$ cat src/rtl/uart_pkg.sv
// Shared UART definitions: receiver state encoding, parity selection codes,
// data length constants and small helpers used by the Rx deserializer.
package uart_pkg;

  typedef enum logic [2:0] {
    IDLE,
    START,
    DATA,
    PARITY,
    STOP1,
    STOP2
  } rx_state_t;

  localparam logic [1:0] PARITY_ODD  = 2'b01;
  localparam logic [1:0] PARITY_EVEN = 2'b10;

  localparam int DATA_BITS_7 = 7;
  localparam int DATA_BITS_8 = 8;

  // Shift register fills from the top, so a 7-bit frame sits in bits [7:1].
  function automatic logic [7:0] alignData(input logic [7:0] shiftVal, input logic eightBit);
    return eightBit ? shiftVal : {1'b0, shiftVal[7:1]};
  endfunction

  // Only the two explicit codes put a parity bit in the frame.
  function automatic logic parityEnabled(input logic [1:0] parityType);
    return (parityType == PARITY_ODD) || (parityType == PARITY_EVEN);
  endfunction

endpackage

$ cat src/rtl/uart_rx_sync.sv
// RxIn synchronizer: SyncStages flops into the Clock domain, plus a
// registered copy of the synchronized line used for falling-edge detection.
module uart_rx_sync #(
  parameter int SyncStages = 2
) (
  input  logic Clock,
  input  logic Reset,
  input  logic RxIn,
  output logic RxSync,
  output logic FallEdge
);

  logic [SyncStages-1:0] sync_q;
  logic                  prev_q;

  // Shift the raw line through the synchronizer; the line idles high,
  // so everything resets to 1 to avoid a false start after reset.
  always_ff @(posedge Clock or posedge Reset) begin
    if (Reset) begin
      sync_q <= '1;
      prev_q <= 1'b1;
    end else begin
      sync_q <= {sync_q[SyncStages-2:0], RxIn};
      prev_q <= sync_q[SyncStages-1];
    end
  end

  assign RxSync   = sync_q[SyncStages-1];
  assign FallEdge = prev_q & ~sync_q[SyncStages-1];

endmodule

$ cat src/rtl/uart_rx_sipo.sv
// UART receive deserializer. Oversamples the synchronized line with
// SampleTick, frames start/data/parity/stop bits and presents the byte with
// parity and framing error flags.
// Optional build macro: UART_RX_MAJORITY_EN (2-of-3 majority bit voting).
module uart_rx_sipo
  import uart_pkg::*;
#(
  parameter int OVERSAMPLE = 16,
  parameter int SyncStages = 2
) (
  input  logic       Clock,
  input  logic       Reset,
  input  logic       SampleTick,
  input  logic       RxIn,
  input  logic [1:0] ParityType,
  input  logic       StopBits,
  input  logic       DataLength,
  output logic [7:0] DataOut,
  output logic       DataValid,
  output logic       ParityError,
  output logic       FrameError,
  output logic       ActiveFlag,
  output logic       DoneFlag
);

  localparam int             CNT_W    = $clog2(OVERSAMPLE);
  localparam logic [CNT_W-1:0] TICK_MAX = CNT_W'(OVERSAMPLE - 1);
  localparam logic [CNT_W-1:0] MID_TICK = CNT_W'(OVERSAMPLE / 2 - 1);
  localparam logic [2:0]     LAST_BIT7 = 3'(DATA_BITS_7 - 1);
  localparam logic [2:0]     LAST_BIT8 = 3'(DATA_BITS_8 - 1);

  logic rxSync;
  logic fallEdge;
  logic bitVal;
  logic midTick;
  logic frameEnd;
  logic [2:0] lastBit;

  rx_state_t        state_q, state_d;
  logic [CNT_W-1:0] tickCnt_q, tickCnt_d;
  logic [2:0]       bitCnt_q, bitCnt_d;
  logic [7:0]       shift_q, shift_d;
  logic [1:0]       parCfg_q, parCfg_d;
  logic             stopCfg_q, stopCfg_d;
  logic             lenCfg_q, lenCfg_d;
  logic             parAcc_q, parAcc_d;
  logic             frmAcc_q, frmAcc_d;
  logic             active_q, active_d;
  logic [7:0]       dataOut_q, dataOut_d;
  logic             dataValid_q, dataValid_d;
  logic             parErr_q, parErr_d;
  logic             frmErr_q, frmErr_d;

  uart_rx_sync #(
    .SyncStages(SyncStages)
  ) u_sync (
    .Clock   (Clock),
    .Reset   (Reset),
    .RxIn    (RxIn),
    .RxSync  (rxSync),
    .FallEdge(fallEdge)
  );

`ifdef UART_RX_MAJORITY_EN
  localparam logic [CNT_W-1:0] MAJ_TICK0 = CNT_W'(OVERSAMPLE / 2 - 3);
  localparam logic [CNT_W-1:0] MAJ_TICK1 = CNT_W'(OVERSAMPLE / 2 - 2);

  logic maj0_q, maj1_q;

  // Capture the two samples preceding the decision tick; the live sample at
  // the decision tick is the third vote, so bit timing does not move.
  always_ff @(posedge Clock or posedge Reset) begin
    if (Reset) begin
      maj0_q <= 1'b1;
      maj1_q <= 1'b1;
    end else if (SampleTick) begin
      if (tickCnt_q == MAJ_TICK0) maj0_q <= rxSync;
      if (tickCnt_q == MAJ_TICK1) maj1_q <= rxSync;
    end
  end

  assign bitVal = (maj0_q & maj1_q) | (maj0_q & rxSync) | (maj1_q & rxSync);
`else
  assign bitVal = rxSync;
`endif

  assign midTick = SampleTick && (tickCnt_q == MID_TICK);
  assign lastBit = lenCfg_q ? LAST_BIT8 : LAST_BIT7;

  // Next-state logic: frame sequencing, bit counting, error accumulation and
  // the single-cycle result update at frame end.
  always_comb begin
    state_d     = state_q;
    tickCnt_d   = tickCnt_q;
    bitCnt_d    = bitCnt_q;
    shift_d     = shift_q;
    parCfg_d    = parCfg_q;
    stopCfg_d   = stopCfg_q;
    lenCfg_d    = lenCfg_q;
    parAcc_d    = parAcc_q;
    frmAcc_d    = frmAcc_q;
    active_d    = active_q;
    dataOut_d   = dataOut_q;
    dataValid_d = 1'b0;
    parErr_d    = parErr_q;
    frmErr_d    = frmErr_q;
    frameEnd    = 1'b0;

    if (SampleTick) begin
      tickCnt_d = (tickCnt_q == TICK_MAX) ? '0 : tickCnt_q + CNT_W'(1);
    end

    unique case (state_q)
      IDLE: begin
        parCfg_d  = ParityType;
        stopCfg_d = StopBits;
        lenCfg_d  = DataLength;
        if (fallEdge) begin
          state_d   = START;
          tickCnt_d = '0;
        end
      end
      START: begin
        if (midTick) begin
          if (!bitVal) begin
            state_d  = DATA;
            active_d = 1'b1;
            bitCnt_d = '0;
            parAcc_d = 1'b0;
            frmAcc_d = 1'b0;
          end else begin
            state_d = IDLE;
          end
        end
      end
      DATA: begin
        if (midTick) begin
          shift_d = {bitVal, shift_q[7:1]};
          if (bitCnt_q == lastBit) begin
            bitCnt_d = '0;
            state_d  = parityEnabled(parCfg_q) ? PARITY : STOP1;
          end else begin
            bitCnt_d = bitCnt_q + 3'd1;
          end
        end
      end
      PARITY: begin
        if (midTick) begin
          parAcc_d = bitVal ^ (^alignData(shift_q, lenCfg_q)) ^ (parCfg_q == PARITY_ODD);
          state_d  = STOP1;
        end
      end
      STOP1: begin
        if (midTick) begin
          frmAcc_d = ~bitVal;
          if (stopCfg_q) state_d = STOP2;
          else           frameEnd = 1'b1;
        end
      end
      STOP2: begin
        if (midTick) begin
          frmAcc_d = frmAcc_q | ~bitVal;
          frameEnd = 1'b1;
        end
      end
      default: state_d = IDLE;
    endcase

    if (frameEnd) begin
      state_d     = IDLE;
      active_d    = 1'b0;
      dataValid_d = 1'b1;
      dataOut_d   = alignData(shift_q, lenCfg_q);
      parErr_d    = parAcc_q;
      frmErr_d    = frmAcc_d;
    end
  end

  // State and datapath registers; reset abandons any partial frame.
  always_ff @(posedge Clock or posedge Reset) begin
    if (Reset) begin
      state_q     <= IDLE;
      tickCnt_q   <= '0;
      bitCnt_q    <= '0;
      shift_q     <= '0;
      parCfg_q    <= '0;
      stopCfg_q   <= 1'b0;
      lenCfg_q    <= 1'b0;
      parAcc_q    <= 1'b0;
      frmAcc_q    <= 1'b0;
      active_q    <= 1'b0;
      dataOut_q   <= '0;
      dataValid_q <= 1'b0;
      parErr_q    <= 1'b0;
      frmErr_q    <= 1'b0;
    end else begin
      state_q     <= state_d;
      tickCnt_q   <= tickCnt_d;
      bitCnt_q    <= bitCnt_d;
      shift_q     <= shift_d;
      parCfg_q    <= parCfg_d;
      stopCfg_q   <= stopCfg_d;
      lenCfg_q    <= lenCfg_d;
      parAcc_q    <= parAcc_d;
      frmAcc_q    <= frmAcc_d;
      active_q    <= active_d;
      dataOut_q   <= dataOut_d;
      dataValid_q <= dataValid_d;
      parErr_q    <= parErr_d;
      frmErr_q    <= frmErr_d;
    end
  end

  assign DataOut     = dataOut_q;
  assign DataValid   = dataValid_q;
  assign ParityError = parErr_q;
  assign FrameError  = frmErr_q;
  assign ActiveFlag  = active_q;
  assign DoneFlag    = ~active_q;

endmodule

$ cat config.mk
export PLATFORM = sky130hd
export DESIGN_NAME = uart_rx_sipo
export DESIGN_NICKNAME = d
export VERILOG_FILES = /design/src/rtl/uart_pkg.sv /design/src/rtl/uart_rx_sync.sv /design/src/rtl/uart_rx_sipo.sv
export SDC_FILE = /design/constraint.sdc
export NUM_CORES = 1
export LEC_CHECK = 0
export CELL_PAD_IN_SITES_DETAIL_PLACEMENT = 1
export CELL_PAD_IN_SITES_GLOBAL_PLACEMENT = 2
export CORE_MARGIN = 2
export CORE_UTILIZATION = 33
export CTS_CLUSTER_SIZE = 28
export DETAILED_ROUTE_END_ITERATION = 8
export PLACE_DENSITY = 0.75
export SLEW_MARGIN = 20
export SYNTH_ARGS = -nofsm -noshare
export SYNTH_HDL_FRONTEND = slang
export SYNTH_SLANG_ARGS = --single-unit
$ cat constraint.sdc
create_clock -name Clock -period 1.79 [get_ports Clock]
set_input_delay 0.358 -clock Clock [delete_from_list [all_inputs] [get_ports Clock]]
set_output_delay 0.358 -clock Clock [all_outputs]
set_load 0.01 [all_outputs]
Word-level counts from Yosys, hierarchy flattened
Cells that the tools add are included.

word-level totals
  flip-flop bits (word level) = 39
  bits in latches = 0
  bits in writable memories = 0
  bits in read-only memories = 0
  bits of input ports = 8
  output and inout bits = 13
  logic and storage cells = 100
  memories kept = 0

operators by class
  $add $sub $neg = 2
  $mul = 0
  div/mod/pow operators = 0
  $lt $le $gt $ge = 0
  equal/unequal tests = 23
  shift-type cells = 0
  muxes and demuxes = 40
  bitwise gates (word level) = 6
  reductions and logical operators = 13

operators by type and width
  kind                   number
  $mux W3                13
  $ne A3 B3 Y1 const B   7
  $pmux W3 S6            1
  $mux W1                16
  $mux W4                4
  $ne A2 B2 Y1 const B   6
  $mux W8                1
  $reduce_and A4 Y1      2
  $reduce_and A8 Y1      1
  $reduce_bool A2 Y1     4
  $reduce_xor A8 Y1      1
  $eq A3 B2 Y1 const B   2
  $eq A3 B3 Y1 const B   2
  $pmux W3 S2            1
  $add A4 B1 Y4 const B  1
  $eq A4 B3 Y1 const B   1
  $eq A4 B4 Y1 const B   1
  $pmux W1 S2            2
  $add A3 B1 Y3 const B  1
  $eq A3 B1 Y1 const B   1
  $eq A3 B3 Y1           1
  $logic_not A3 Y1       1
  $pmux W1 S3            1
  $reduce_and A3 Y1      1
  other kinds (10)       12

Logic depth before layout (Yosys ltp)
Gate-level depths: netlist (run 1).

  depth after elaboration = 7
  mapped depth = 7
  depth with buffers taken out = 7

Cells and area by module
A second synthesis (run 1) with hierarchy kept.

unflattened totals
  cells, all modules = 167
  area, all modules = 1,965.6 um^2

by module, submodules not included
  module        instances  cells an instance  area each (um^2)  sequential area each (um^2)
  uart_rx_sipo  1          162                1,869.3           900.9
  uart_rx_sync  1          5                  96.3              78.8

Least setup slack after synthesis (run 1)
Ideal clock, no wire load.

  path type = reg-to-reg
  from = register tickCnt_q[0]
  to = register frmErr_q, in the netlist FrameError
  arrival time = 1.629 ns
  required time = 1.665 ns
  slack = 0.037 ns
  stages on the path, launching flop included = 7
  path buffers = 1
  period minus slack after synthesis = 1.753 ns
  path through = dfrtp_1 ha_1 nand4b_2 a21oi_1 nor2b_1 buf_4 mux2_2

on the way
  word-level cells in the longest chain between the ends = 4

RTL lines
  what                                        line                                                           source
  from (decl)                                 uart_rx_sipo.sv:40                                             logic [CNT_W-1:0] tickCnt_q, tickCnt_d;
  from (signal assigned)                      uart_rx_sipo.sv:198                                            tickCnt_q <= tickCnt_d;
  $eq A4 B3 Y1 *                              uart_rx_sipo.sv:87                                             assign midTick = SampleTick && (tickCnt_q == MID_TICK);
  $logic_and A1 B1 Y1 *                       uart_rx_sipo.sv:87
  $mux W1 (on tied branches)                  uart_rx_sipo.sv:161, uart_rx_sipo.sv:124, uart_rx_sipo.sv:154
  $pmux W1 S3 or $pmux W1 S2 (tied branches)  uart_rx_sipo.sv:113                                            unique case (state_q)
  to (signal assigned)                        uart_rx_sipo.sv:210                                            frmErr_q <= frmErr_d;
  to (decl)                                   uart_rx_sipo.sv:52                                             logic frmErr_q, frmErr_d;

Every way passes the cells marked *; elsewhere a longest branch is shown, timed or not.
A chain may end at the register's enable or synchronous reset.

Worst setup path in the final report (run 1)
  from = input port SampleTick
  to = register frmErr_q, in the netlist FrameError

on the way
  word-level cells in the longest chain between the ends = 3

RTL lines
  what                                        line                                                           source
  from (decl)                                 uart_rx_sipo.sv:13                                             input logic SampleTick,
  $logic_and A1 B1 Y1 *                       uart_rx_sipo.sv:87
  $mux W1 (on tied branches)                  uart_rx_sipo.sv:161, uart_rx_sipo.sv:124, uart_rx_sipo.sv:154
  $pmux W1 S3 or $pmux W1 S2 (tied branches)  uart_rx_sipo.sv:113

Marked as above.

==> results of run 1 <==
[cells in the final DEF (no fill, tap or decap), types with 2 or more instances in the layout]
cell	synthesis	final
xor2_1	4	4
a21oi_1	12	11
a31oi_1	3	3
or4b_1	2	2
nand2_1	8	8
xnor2_1	7	7
o21ai_1	1	2
clkbuf_1	1	2
dfrtp_1	36	36
nor2_1	16	16
clkdlybuf4s50_1	0	20
inv_1	8	8
o21ai_0	9	8
clkbuf_8	2	5
buf_12	1	3
ha_1	3	2
dfstp_2	3	3
mux2i_1	11	11
nor4_4	2	2
mux2_2	13	13
buf_4	1	16
nand3_1	4	4
[how the worst max path moves through the flow]
stage                       startpoint     endpoint  slack (ns)  cells past startpoint
after global placement      SampleTick   FrameError       -0.24                      6
after floorplan           tickCnt_q[0]   FrameError        0.04                      6
after global routing      tickCnt_q[0]  bitCnt_q[2]      -0.008                      8
after detailed placement    SampleTick   FrameError       -0.31                      6
final                       SampleTick   FrameError        0.07                      6
after CTS                 tickCnt_q[1]   shift_q[1]        0.02                      6
[worst reg2reg max path, delay by kind of cell (launching register included)]
family          cells  cell delay, ns
flops               1            0.40
compound gates      1            0.17
buf+inv             1            0.16
fa+ha+maj           1            0.18
mux                 1            0.33
simple gates        2            0.36
[timing repair]
| item | 4_1_cts | 5_1_grt |
|---|---|---|
| buffers inserted | 0 | 1 |
| resized for setup | 4 | 2 |
| pin swaps | 0 | 1 |
| endpoints found under the setup margin | 18 | 14 |
| hold buffers | 0 | 0 |
[through the flow]
stage	total power, uW	worst slack, ns	instance area [sq um]	hold slack, ns	utilization
3_5_place_dp	2630	-0.313	2330	0.349	0.416
6_report	3220	0.0699	2440	0.359	0.436
4_1_cts	3260	0.0226	2430	0.360	0.434
2_1_floorplan	2120	0.0365	1940	0.345	-
5_1_grt	3480	-0.00790	2440	0.367	0.436
3_3_place_gp	2560	-0.237	2330	0.346	0.416
[sequential cells by signal (all words and copies together) (netlist names), 2 cells and up]
signal and flops:
bitCnt_q 3, tickCnt_q 4, shift_q 8, state_q 3
DataOut 8, parCfg_q 2, u_sync.sync_q 2
[metal layers]
metal / vias up / share of wire / track usage
met5: - / 0 / 0
met4: 0 / 0.026 / 0.0712
met3: 8 / 0.026 / 0.0360
met2: 18 / 0.51 / 0.252
met1: 702 / 0.44 / 0.191
li1: 671 / - / -
[final cells by class]
cell class | instances | area [sq um] | area share
flip-flops and latches | 39 | 980 | 0.401
well taps | 72 | 90.1 | 0.0369
multi-input cells | 114 | 871 | 0.356
clock inverters | 1 | 5.00 | 0.00205
inverters | 8 | 30.0 | 0.0123
repair buffers | 40 | 392 | 0.160
clock buffers | 7 | 76.3 | 0.0312
[power by group]
part           leakage [uW]  switching [uW]  internal, uW
Combinational      0.000551             615           710
Sequential         0.000497             220          1110
Clock             0.0000422             294           273
[cells by family after synthesis]
kind of cell    count (synthesis)
flops                          39
buf+inv                        16
compound gates                 35
simple gates                   41
xor+xnor                       11
mux                            24
fa+ha+maj                       3
==> summary.txt, run 1 <==
Status
  • Status: finished clean

Synth
  • EDFF count, synth: 0
  • Most used DFF post-synth: dfrtp_1
  • Most common cell in the synthesized netlist: dfrtp_1
  • Yosys top cell area share: 0.464
  • Synth cell types: 42
  • XOR/XNOR Fraction of Synth Area: 0.0496
  • Async S/R FF share, synth: 1.00
  • Syn_area_per_cell: 11.5 sq um
  • Post-synthesis simple-gate area fraction: 0.126
  • Largest family of logic cells by synthesized area: multiplexers
  • Cells after synthesis: 169
  • Adder-cell share of the synthesized area: 0.0193
  • Area contributors post-synth: dfrtp_1 (46%), mux2_2 (7.5%), mux2i_1 (5.7%)
  • Synth warn: 0
  • Syn Nets: 180
  • Synth Cell Area: 0.00194 sq mm
  • Area fraction in compound gates after synthesis: 0.112
  • Most frequent cells after synthesis: dfrtp_1 (36), nor2_1 (16), mux2_2 (13)
  • Register area share after synthesis: 0.505
  • Post-synth top area cell: dfrtp_1
  • Synth Register Bits: 39
  • Mux share of post-synthesis cell area: 0.132

Worst hold path
  • Hold_sp: u_sync.sync_q[0]
  • Worst Hold End: u_sync.sync_q[1]
  • Hold depth: 0
  • Worst min-delay path class: reg2reg

Drt
  • Routed Wire Length: 4290 um
  • Iter 0 DRT Violations: 51
  • Detail Route Antenna Nets: 0
  • # DRC: 0
  • Pre-antenna DRT Iters: 4
  • Routed vias/inst: 4.98
  • Routed len/inst: 15.3 um
  • Vias: 1399

STA
  • Final Max Slew Viols: 0
  • Final worst path period share: 0.961
  • Fin. Hold Viols: 0
  • Final setup TNS: 0 ns
  • Min Tclk post-route: 1.72 ns
  • Worst Tran Pin Value: 0.389 ns
  • Slew Limit Headroom: 0.741
  • Setup Skew: 0.00491 ns
  • Endpoints failing setup: 0
  • F_max: 0.581 GHz

Placed design
  • Port Buf Inserts: 20
  • Placed Cells: 272
  • Detail Placement HPWL: 3210 um
  • GPL Wtd Cong: 0.797

Worst setup path
  • CP bufs+invs: 2
  • R2R Setup Slk: 0.08 ns
  • Worst EP arrival: 1.90 ns
  • Required @ worst endpoint: 1.97 ns
  • Worst path slowest cell: clkdlybuf4s50_1
  • CP max FO: 3
  • Worst Setup Start Kind: input port
  • Worst r2r src: tickCnt_q[0]
  • Crit. End Element: flip-flop
  • RR Endpoint: FrameError
  • Worst path cell trace: clkdlybuf4s50_1 > nand4b_2 > a21oi_2 > nor2b_2 > buf_4 > mux2_2
  • Cells on worst reg2reg path: 6
  • Crit Path Class: in2reg
  • Largest stage delay, worst path: 0.50 ns
  • Top delay family on crit path: buffers and inverters

Power
  • Worst VDD drop: 0.000601 V
  • Leak pwr: 0.00109 uW
  • Pwr Density: 1320 mW/mm^2

Clocking
  • H-tree depth: 2
  • CTS tree: yes
  • Clock-pin slew on the worst setup and hold paths: 0.07 ns
  • CTS Root Buffer Type: clkbuf_8
  • Cts bufs inserted: 5
  • CTS Sinks: 39
  • Clock Path Buffers: 2
  • Clk_lat worst skew: 0.29 ns

Die
  • Core box area: 0.00561 sq mm
  • # IOs: 21
  • Starting Density: 0.346
  • Die area: 0.00651 sq mm
  • FP Rows: 27
  • Die Ht: 80.7 um
  • Horiz. Die Dim: 80.7 um

Global routing
  • Vias in the first global route: 1535
  • Largest net degree at the start of global routing: 40
  • Global-route wire length before repair: 7520 um
  • Initial antenna violation count: 0
  • Gr usage total: 0.153
  • Grt ovf: 0

Layout
  • Final Non-Filler Cells: 281
  • Area grow syn2layout: 25.8%
  • Layout Nets: 219
  • # fillers: 643
  • Layout cells sized above 1: 0.244
  • ANT cells: 0

Job
  • Max Cap Violations: 0
Note: power is estimated with default switching activity, not from simulation.
==> run 2, diff against run 1 <==
--- a/config.mk
+++ b/config.mk
@@ -5,6 +5,7 @@
 export SDC_FILE = /design/constraint.sdc
 export NUM_CORES = 1
 export LEC_CHECK = 0
+export ABC_CLOCK_PERIOD_IN_PS = 1790
 export CELL_PAD_IN_SITES_DETAIL_PLACEMENT = 1
 export CELL_PAD_IN_SITES_GLOBAL_PLACEMENT = 2
 export CORE_MARGIN = 2
==> results of run 2 <==
Final layout, timing and power as in run 1 (identical DEF).
